==> src/rtl/megarom_mapper_engine.sv <==
// MSX MegaROM mapper: bank-register decode plus a req/ack RAM back end that holds the Z80 with WAIT_n.
// Optional feature macro MEGAROM_READBACK_EN: reads of a bank-register address return the register value.
module megarom_mapper_engine #(
  parameter int unsigned BANK_COUNT = 4,
  parameter int unsigned BANK_BITS  = 8,
  parameter int unsigned ADDR_WIDTH = 24
) (
  input  logic                            CLK,
  input  logic                            RESET_n,
  input  logic                            BUS_RESET_n,
  input  logic [15:0]                     BUS_ADDR,
  input  logic [7:0]                      BUS_DIN,
  input  logic                            BUS_RD_n,
  input  logic                            BUS_WR_n,
  input  logic                            BUS_MERQ_n,
  input  logic                            BUS_SLTSL_n,
  output logic [7:0]                      BUS_DOUT,
  output logic                            BUS_BUSDIR_n,
  output logic                            BUS_WAIT_n,
  input  logic [ADDR_WIDTH-1:0]           CFG_TOP_ADDR,
  input  logic                            CFG_BANK16,
  input  logic                            CFG_WP,
  input  logic [15:0]                     CFG_REG_ADDR_MASK,
  input  logic [16*BANK_COUNT-1:0]        CFG_REG_ADDR,
  input  logic [BANK_BITS-1:0]            CFG_REG_MASK,
  input  logic [BANK_BITS*BANK_COUNT-1:0] CFG_REG_INIT,
  output logic [BANK_BITS*BANK_COUNT-1:0] BANK_REG,
  output logic                            RAM_REQ,
  output logic                            RAM_WE,
  output logic [ADDR_WIDTH-1:0]           RAM_ADDR,
  output logic [7:0]                      RAM_WDATA,
  input  logic                            RAM_ACK,
  input  logic [7:0]                      RAM_RDATA
);

  localparam int unsigned AW = ADDR_WIDTH;
  localparam int unsigned BW = BANK_BITS;
  localparam int unsigned BC = BANK_COUNT;

  typedef enum logic [1:0] {
    ST_IDLE = 2'd0,
    ST_BUSY = 2'd1,
    ST_HOLD = 2'd2
  } state_t;

  state_t          state;
  logic [BW-1:0]   bank_q [BC];
  logic            rd_prev;
  logic            wr_prev;
  logic            op_wr_q;
  logic            rel_q;

  logic            slot_act;
  logic            rd_act;
  logic            wr_act;
  logic            rd_edge;
  logic            wr_edge;
  logic            op_act;
  logic            in_win;
  logic [1:0]      win_idx;
  logic [BW-1:0]   bank_sel;
  logic [AW-1:0]   map_addr;
  logic [BC-1:0]   reg_match;
  logic [BW-1:0]   wr_val;

  // Strobe qualification and edge detection against the previous sample
  assign slot_act = ~BUS_SLTSL_n & ~BUS_MERQ_n;
  assign rd_act   = slot_act & ~BUS_RD_n;
  assign wr_act   = slot_act & ~BUS_WR_n;
  assign rd_edge  = rd_act & ~rd_prev;
  assign wr_edge  = wr_act & ~wr_prev;
  assign op_act   = op_wr_q ? wr_act : rd_act;
  assign in_win   = (BUS_ADDR[15:14] == 2'b01) || (BUS_ADDR[15:14] == 2'b10);
  assign win_idx  = CFG_BANK16 ? {1'b0, BUS_ADDR[15]} : 2'(BUS_ADDR[15:13] - 3'd2);
  assign wr_val   = BW'(BUS_DIN) & CFG_REG_MASK;

  // Bank lookup; windows beyond the implemented registers map to themselves
  always_comb begin
    bank_sel = BW'(win_idx);
    for (int i = 0; i < int'(BC); i++) begin
      if (win_idx == 2'(i)) bank_sel = bank_q[i];
    end
  end

  always_comb begin
    if (CFG_BANK16) map_addr = CFG_TOP_ADDR + (AW'(bank_sel) << 14) + AW'(BUS_ADDR[13:0]);
    else            map_addr = CFG_TOP_ADDR + (AW'(bank_sel) << 13) + AW'(BUS_ADDR[12:0]);
  end

  always_comb begin
    for (int i = 0; i < int'(BC); i++) begin
      reg_match[i] = ((BUS_ADDR & CFG_REG_ADDR_MASK) == CFG_REG_ADDR[16*i +: 16]);
    end
  end

`ifdef MEGAROM_READBACK_EN
  logic       rb_hit;
  logic [7:0] rb_data;

  // Lowest matching register wins the readback
  always_comb begin
    rb_hit  = |reg_match;
    rb_data = '0;
    for (int i = int'(BC) - 1; i >= 0; i--) begin
      if (reg_match[i]) rb_data = 8'(bank_q[i]);
    end
  end
`endif

  for (genvar g = 0; g < int'(BC); g++) begin : g_bank_out
    assign BANK_REG[g*BW +: BW] = bank_q[g];
  end

  always_ff @(posedge CLK or negedge RESET_n) begin
    if (!RESET_n) begin
      state        <= ST_IDLE;
      rd_prev      <= 1'b0;
      wr_prev      <= 1'b0;
      op_wr_q      <= 1'b0;
      rel_q        <= 1'b0;
      RAM_REQ      <= 1'b0;
      RAM_WE       <= 1'b0;
      RAM_ADDR     <= '0;
      RAM_WDATA    <= '0;
      BUS_DOUT     <= '0;
      BUS_BUSDIR_n <= 1'b1;
      BUS_WAIT_n   <= 1'b1;
      for (int i = 0; i < int'(BC); i++) bank_q[i] <= '0;
    end else begin
      rd_prev <= rd_act;
      wr_prev <= wr_act;
      if (!BUS_RESET_n) begin
        // Bus reset aborts any transaction without waiting for an ack
        state        <= ST_IDLE;
        op_wr_q      <= 1'b0;
        rel_q        <= 1'b0;
        RAM_REQ      <= 1'b0;
        RAM_WE       <= 1'b0;
        RAM_ADDR     <= '0;
        RAM_WDATA    <= '0;
        BUS_DOUT     <= '0;
        BUS_BUSDIR_n <= 1'b1;
        BUS_WAIT_n   <= 1'b1;
        for (int i = 0; i < int'(BC); i++) bank_q[i] <= CFG_REG_INIT[i*BW +: BW];
      end else begin
        if (wr_edge) begin
          for (int i = 0; i < int'(BC); i++) begin
            if (reg_match[i]) bank_q[i] <= wr_val;
          end
        end

        case (state)
          ST_IDLE: begin
`ifdef MEGAROM_READBACK_EN
            if (rd_edge && in_win && rb_hit) begin
              op_wr_q      <= 1'b0;
              BUS_DOUT     <= rb_data;
              BUS_BUSDIR_n <= 1'b0;
              state        <= ST_HOLD;
            end else
`endif
            if ((rd_edge || (wr_edge && !CFG_WP)) && in_win) begin
              op_wr_q      <= ~rd_edge;
              rel_q        <= 1'b0;
              RAM_REQ      <= 1'b1;
              RAM_WE       <= ~rd_edge;
              RAM_ADDR     <= map_addr;
              RAM_WDATA    <= BUS_DIN;
              BUS_WAIT_n   <= 1'b0;
              BUS_BUSDIR_n <= ~rd_edge;
              state        <= ST_BUSY;
            end
          end

          ST_BUSY: begin
            // A strobe dropped mid-transaction stops driving the bus but lets RAM finish
            if (!op_act) begin
              rel_q        <= 1'b1;
              BUS_BUSDIR_n <= 1'b1;
            end
            if (RAM_ACK) begin
              RAM_REQ    <= 1'b0;
              BUS_WAIT_n <= 1'b1;
              if (rel_q || !op_act) begin
                BUS_DOUT     <= '0;
                BUS_BUSDIR_n <= 1'b1;
                state        <= ST_IDLE;
              end else begin
                if (!op_wr_q) BUS_DOUT <= RAM_RDATA;
                state <= ST_HOLD;
              end
            end
          end

          ST_HOLD: begin
            if (!op_act) begin
              BUS_DOUT     <= '0;
              BUS_BUSDIR_n <= 1'b1;
              state        <= ST_IDLE;
            end
          end

          default: state <= ST_IDLE;
        endcase
      end
    end
  end

endmodule

==> config.mk <==
export PLATFORM = sky130hd
export DESIGN_NAME = megarom_mapper_engine
export DESIGN_NICKNAME = d
export VERILOG_FILES = /design/src/rtl/megarom_mapper_engine.sv
export SDC_FILE = /design/constraint.sdc
export NUM_CORES = 1
export LEC_CHECK = 0
export ABC_CLOCK_PERIOD_IN_PS = 6200
export BUFFER_PORTS_ARGS = -buffer_cell sky130_fd_sc_hd__buf_4
export CAP_MARGIN = 20
export CORE_UTILIZATION = 53
export DETAILED_ROUTE_END_ITERATION = 6
export PLACE_DENSITY = 0.92
export SLEW_MARGIN = 25
export SYNTH_ARGS = -nofsm -noshare
export SYNTH_HDL_FRONTEND = slang
export SYNTH_SLANG_ARGS = --single-unit
export TNS_END_PERCENT = 30
==> constraint.sdc <==
create_clock -name CLK -period 6.2 [get_ports CLK]
set_input_delay 1.24 -clock CLK [delete_from_list [all_inputs] [get_ports CLK]]
set_output_delay 1.24 -clock CLK [all_outputs]
set_load 0.1 [all_outputs]
==> flow_summary_export.csv <==
group,metric,value,unit
route,viasPerCell,5.80,
sta,skew,0.00824,ns
placed_design,gp_congestion,0.932,
worst_setup_path,startpoint_type,"input pin",
worst_setup_path,r2r-end,"RAM_ADDR[23]",
power_and_ir_drop,p_seq_share,30.4,%
clock_network,cts_htree_levels,3,
sta,hold_viol,0,
floorplan,rows,38,
layout,final_util,76.7,%
layout,fillCellCount,812,
layout,layout-drive-gt1-share,31.8,%
power_and_ir_drop,p_sw_share,40.4,%
logic_synthesis,yosys.area_share.adder,8.02,%
logic_synthesis,yosys.area_share.simple,15.4,%
placed_design,placed_cell_area,8070,sq um
route,first_pass_iters,5,
worst_setup_path,crit_start,"CFG_BANK16",
logic_synthesis,syn_avg_cell_area,8.90,sq um
logic_synthesis,yosysWarningCount,0,
clock_network,ctsHoldBuffers,0,
clock_network,cts_resized,0,
sta,slew_headroom,30.5,%
worst_setup_path,endpoint_kind,"register",
floorplan,fp.dieH,109,um
placed_design,pre_cts_slack,1.54,ns
worst_setup_path,cp.arrival,4.65,ns
logic_synthesis,syn-num-nets,900,
logic_synthesis,synth_top_family_by_area,"compound AO/OA/AOI/OAI gates",
worst_setup_path,worstSetupPathType,"input pin to register",
route,dr.first_iter.drc_count,514,
power_and_ir_drop,combPwrFrac,40.6,%
placed_design,dpl.hpwl,15.8,mm
worst_setup_path,worst-r2r-setup-slack,3.29,ns
clock_network,clk_latency,0.34,ns
clock_network,cts_made_buffers,9,
route,vias,6218,
floorplan,pin_count,262,
logic_synthesis,synth-main-ff-cell,"dfrtp_1",
route,wl_per_cell,18.9,um
logic_synthesis,synth_compound_area_share,20.0,%
floorplan,start_util,55.0,%
grt,grt_pass1_vias,6063,
layout,fin_nets,1151,
layout,postLayoutCellArea,8380,sq um
layout,antenna_cells,0,
logic_synthesis,seq_area_frac_synth,33.7,%
worst_setup_path,critPathMaxFanout,11,
placed_design,portBuffers,261,
power_and_ir_drop,p_switching,787,uW
floorplan,die-width,109,um
grt,grt_pass1_wl,31.1,mm
power_and_ir_drop,clockPowerShare,29.0,%
power_and_ir_drop,internal_power,1160,uW
hold_path,worst_hold_path.num_cells,2,
clock_network,cts_setup_buffers,0,
hold_path,hold_path_end,"BUS_DOUT[1]",
logic_synthesis,async_reset_ff_share,100,%
hold_path,min_from,"BUS_DOUT[1]",
sta,finalSetupViolCount,0,
clock_network,clk_path_buf_depth,2,
worst_setup_path,r2r-start,"BANK_REG[2]",
logic_synthesis,synth_edf_count,0,
worst_setup_path,r2r_cells,11,
clock_network,cts_root_buf,"clkbuf_16",
logic_synthesis,ys_ff_latch,81,
grt,grt-ovfl-total,0,
layout,area_growth,39.3,%
sta,post-route-period-util,71.7,%
power_and_ir_drop,leakage,0.00398,uW
route,wirelength,20.2,mm
power_and_ir_drop,ir_drop,184,uV
outcome,status,"finished, final reports clean",
power_and_ir_drop,pwr_density_cell,232,nW/um^2
route,ant_nets,0,
floorplan,coreArea,10900,sq um
sta,rsz0062_at_grt,"false",
logic_synthesis,synthCells,676,
logic_synthesis,synth_xor_xnor_area_share,13.4,%
clock_network,path_clk_slew,0.07,ns
grt,track_usage,34.9,%
worst_setup_path,required,6.40,ns
logic_synthesis,synth_cell_types,62,
sta,fin_ws,1.76,ns
sta,timing.fmax,225,MHz
sta,tightest_slew,1.04,ns
logic_synthesis,synth_mux_area_share,6.82,%
grt,grt_max_degree,82,
route,drc,0,
sta,setup_tns,0,ns
logic_synthesis,syn-cell-area,6020,sq um
clock_network,cts_tree,"done",
floorplan,die_area,11800,sq um
clock_network,cts_sinks,81,
sta,maxSlewViolCount,0,
grt,antenna_found_initial,0,
hold_path,min_path_type,"register to register",
job,max-cap-violations,0,
sta,fin_crit,4.44,ns
how the worst max path moves through the flow:
stage	slack (ns)	depth (start not counted)	end
2_1_floorplan	2.16	15	RAM_ADDR[23]
3_3_place_gp	1.71	15	RAM_ADDR[23]
3_5_place_dp	1.54	15	RAM_ADDR[23]
4_1_cts	1.84	15	RAM_ADDR[23]
5_1_grt	1.38	15	RAM_ADDR[23]
6_report	1.76	15	RAM_ADDR[23]
through the flow:
| step | power, uW | hold WS (ns) | instances |
|---|---|---|---|
| after global routing | 2030 | 0.509 | 1072 |
| after global placement | 1370 | 0.464 | 1056 |
| after floorplan | 1130 | 0.495 | 676 |
| after CTS | 1940 | 0.485 | 1072 |
| after detailed placement | 1380 | 0.472 | 1056 |
| final | 1950 | 0.479 | 1072 |
sequential cells by signal, indices dropped and copies added, names as in the netlist:
signal / cells
BANK_REG: 32
RAM_ADDR: 24
BUS_DOUT: 8
RAM_WDATA: 8
state: 2
BUS_BUSDIR_n: 1
BUS_WAIT_n: 1
RAM_REQ: 1
op_wr_q: 1
rd_prev: 1
rel_q: 1
wr_prev: 1
kinds of logic after synthesis:
kind of cell,count (synthesis)
buf+inv,36
flops,81
fa+ha+maj,38
simple gates,200
compound gates,188
xor+xnor,92
mux,41
per-layer routing:
metal  global-route usage (%)  up-vias  routed length, um
met5                        0        -                  0
met4                     10.6        0                420
met3                     5.67       39               1560
met2                     58.8      301               9900
met1                     45.8     2938               8360
li1                         -     2940                  -
power groups by stage:
stage / Sequential (uW) / Combinational (uW) / Clock [uW]
final: 591 / 791 / 565
after global routing: 594 / 841 / 592
after CTS: 590 / 784 / 568
after detailed placement: 599 / 779 / 0
after global placement: 599 / 768 / 0
after floorplan: 823 / 303 / 0
synthesized netlist by cell type, types with 2 or more instances:
library cell	count	share of area [%]
o31ai_1	2	0.25
a21o_1	9	1.1
a31o_1	2	0.29
xor2_1	79	11
or2_2	2	0.21
nor2_1	50	3.1
nand3_1	10	0.83
dfstp_2	2	0.87
mux2i_1	41	6.8
o211ai_1	2	0.25
o22ai_1	8	0.83
nor3_1	4	0.33
inv_1	14	0.87
a21oi_1	68	5.7
nand3b_1	2	0.25
a22o_1	12	1.7
a31oi_2	2	0.42
nand2_1	77	4.8
o21ai_0	41	3.4
o21a_1	3	0.37
nand4_1	16	1.7
nand2b_1	3	0.31
and3_1	9	0.94
a211o_1	2	0.29
o21ai_1	4	0.33
buf_6	2	0.37
a31oi_1	5	0.52
dfrtp_1	79	33
ha_1	37	7.7
xnor2_1	13	1.9
o221ai_1	6	0.87
a22oi_1	2	0.25
nor2b_1	4	0.42
or3_1	2	0.21
buf_2	4	0.33
a311oi_1	2	0.29
clkbuf_1	15	0.94
nor4_1	6	0.62
and2_1	12	1.2
critical path, cell delays in order:
cell,delay [ns]
buf_4,0.16
inv_1,0.15
and3_1,0.19
a21oi_1,0.49
o22ai_1,0.21
a21oi_1,0.31
ha_1,0.35
a21o_1,0.22
a21o_1,0.18
a21oi_1,0.21
o21ai_0,0.16
a211o_1,0.32
o221ai_1,0.22
xor2_1,0.17
o21ai_1,0.07
area by class of cell:
cell class / count / area (sq um) / share of cell area (%)
inverter: 14 / 52.6 / 0.627
sequential: 81 / 2030 / 24.2
clock inverter: 6 / 73.8 / 0.881
timing repair buffer: 262 / 1970 / 23.5
tap: 140 / 175 / 2.09
clock buffer: 10 / 239 / 2.85
multi-input combinational: 559 / 3840 / 45.8
placed cells by master, fill, tap and decap left out, drive strengths merged, types with 2 or more instances in the layout:
cell and n:
buf 262, dfrtp 79, xor2 79, nand2 77
a21oi 70, nor2 50, o21ai 46, mux2i 41
ha 37, inv 17, nand4 16, xnor2 13
a22o 12, and2 12, nand3 11, and3 11
clkbuf 10, a21o 9, o22ai 8, a31oi 7
o221ai 6, nor4 6, nor2b 4, nor3 4
nand2b 3, o21a 3, o31ai 3, o211ai 3
dfstp 2, or2 2, nand3b 2, or3 2
a31o 2, a211o 2, a311oi 2, a22oi 2
clkinvlp 2, a221oi 2
(Power assumes the default switching activity.)
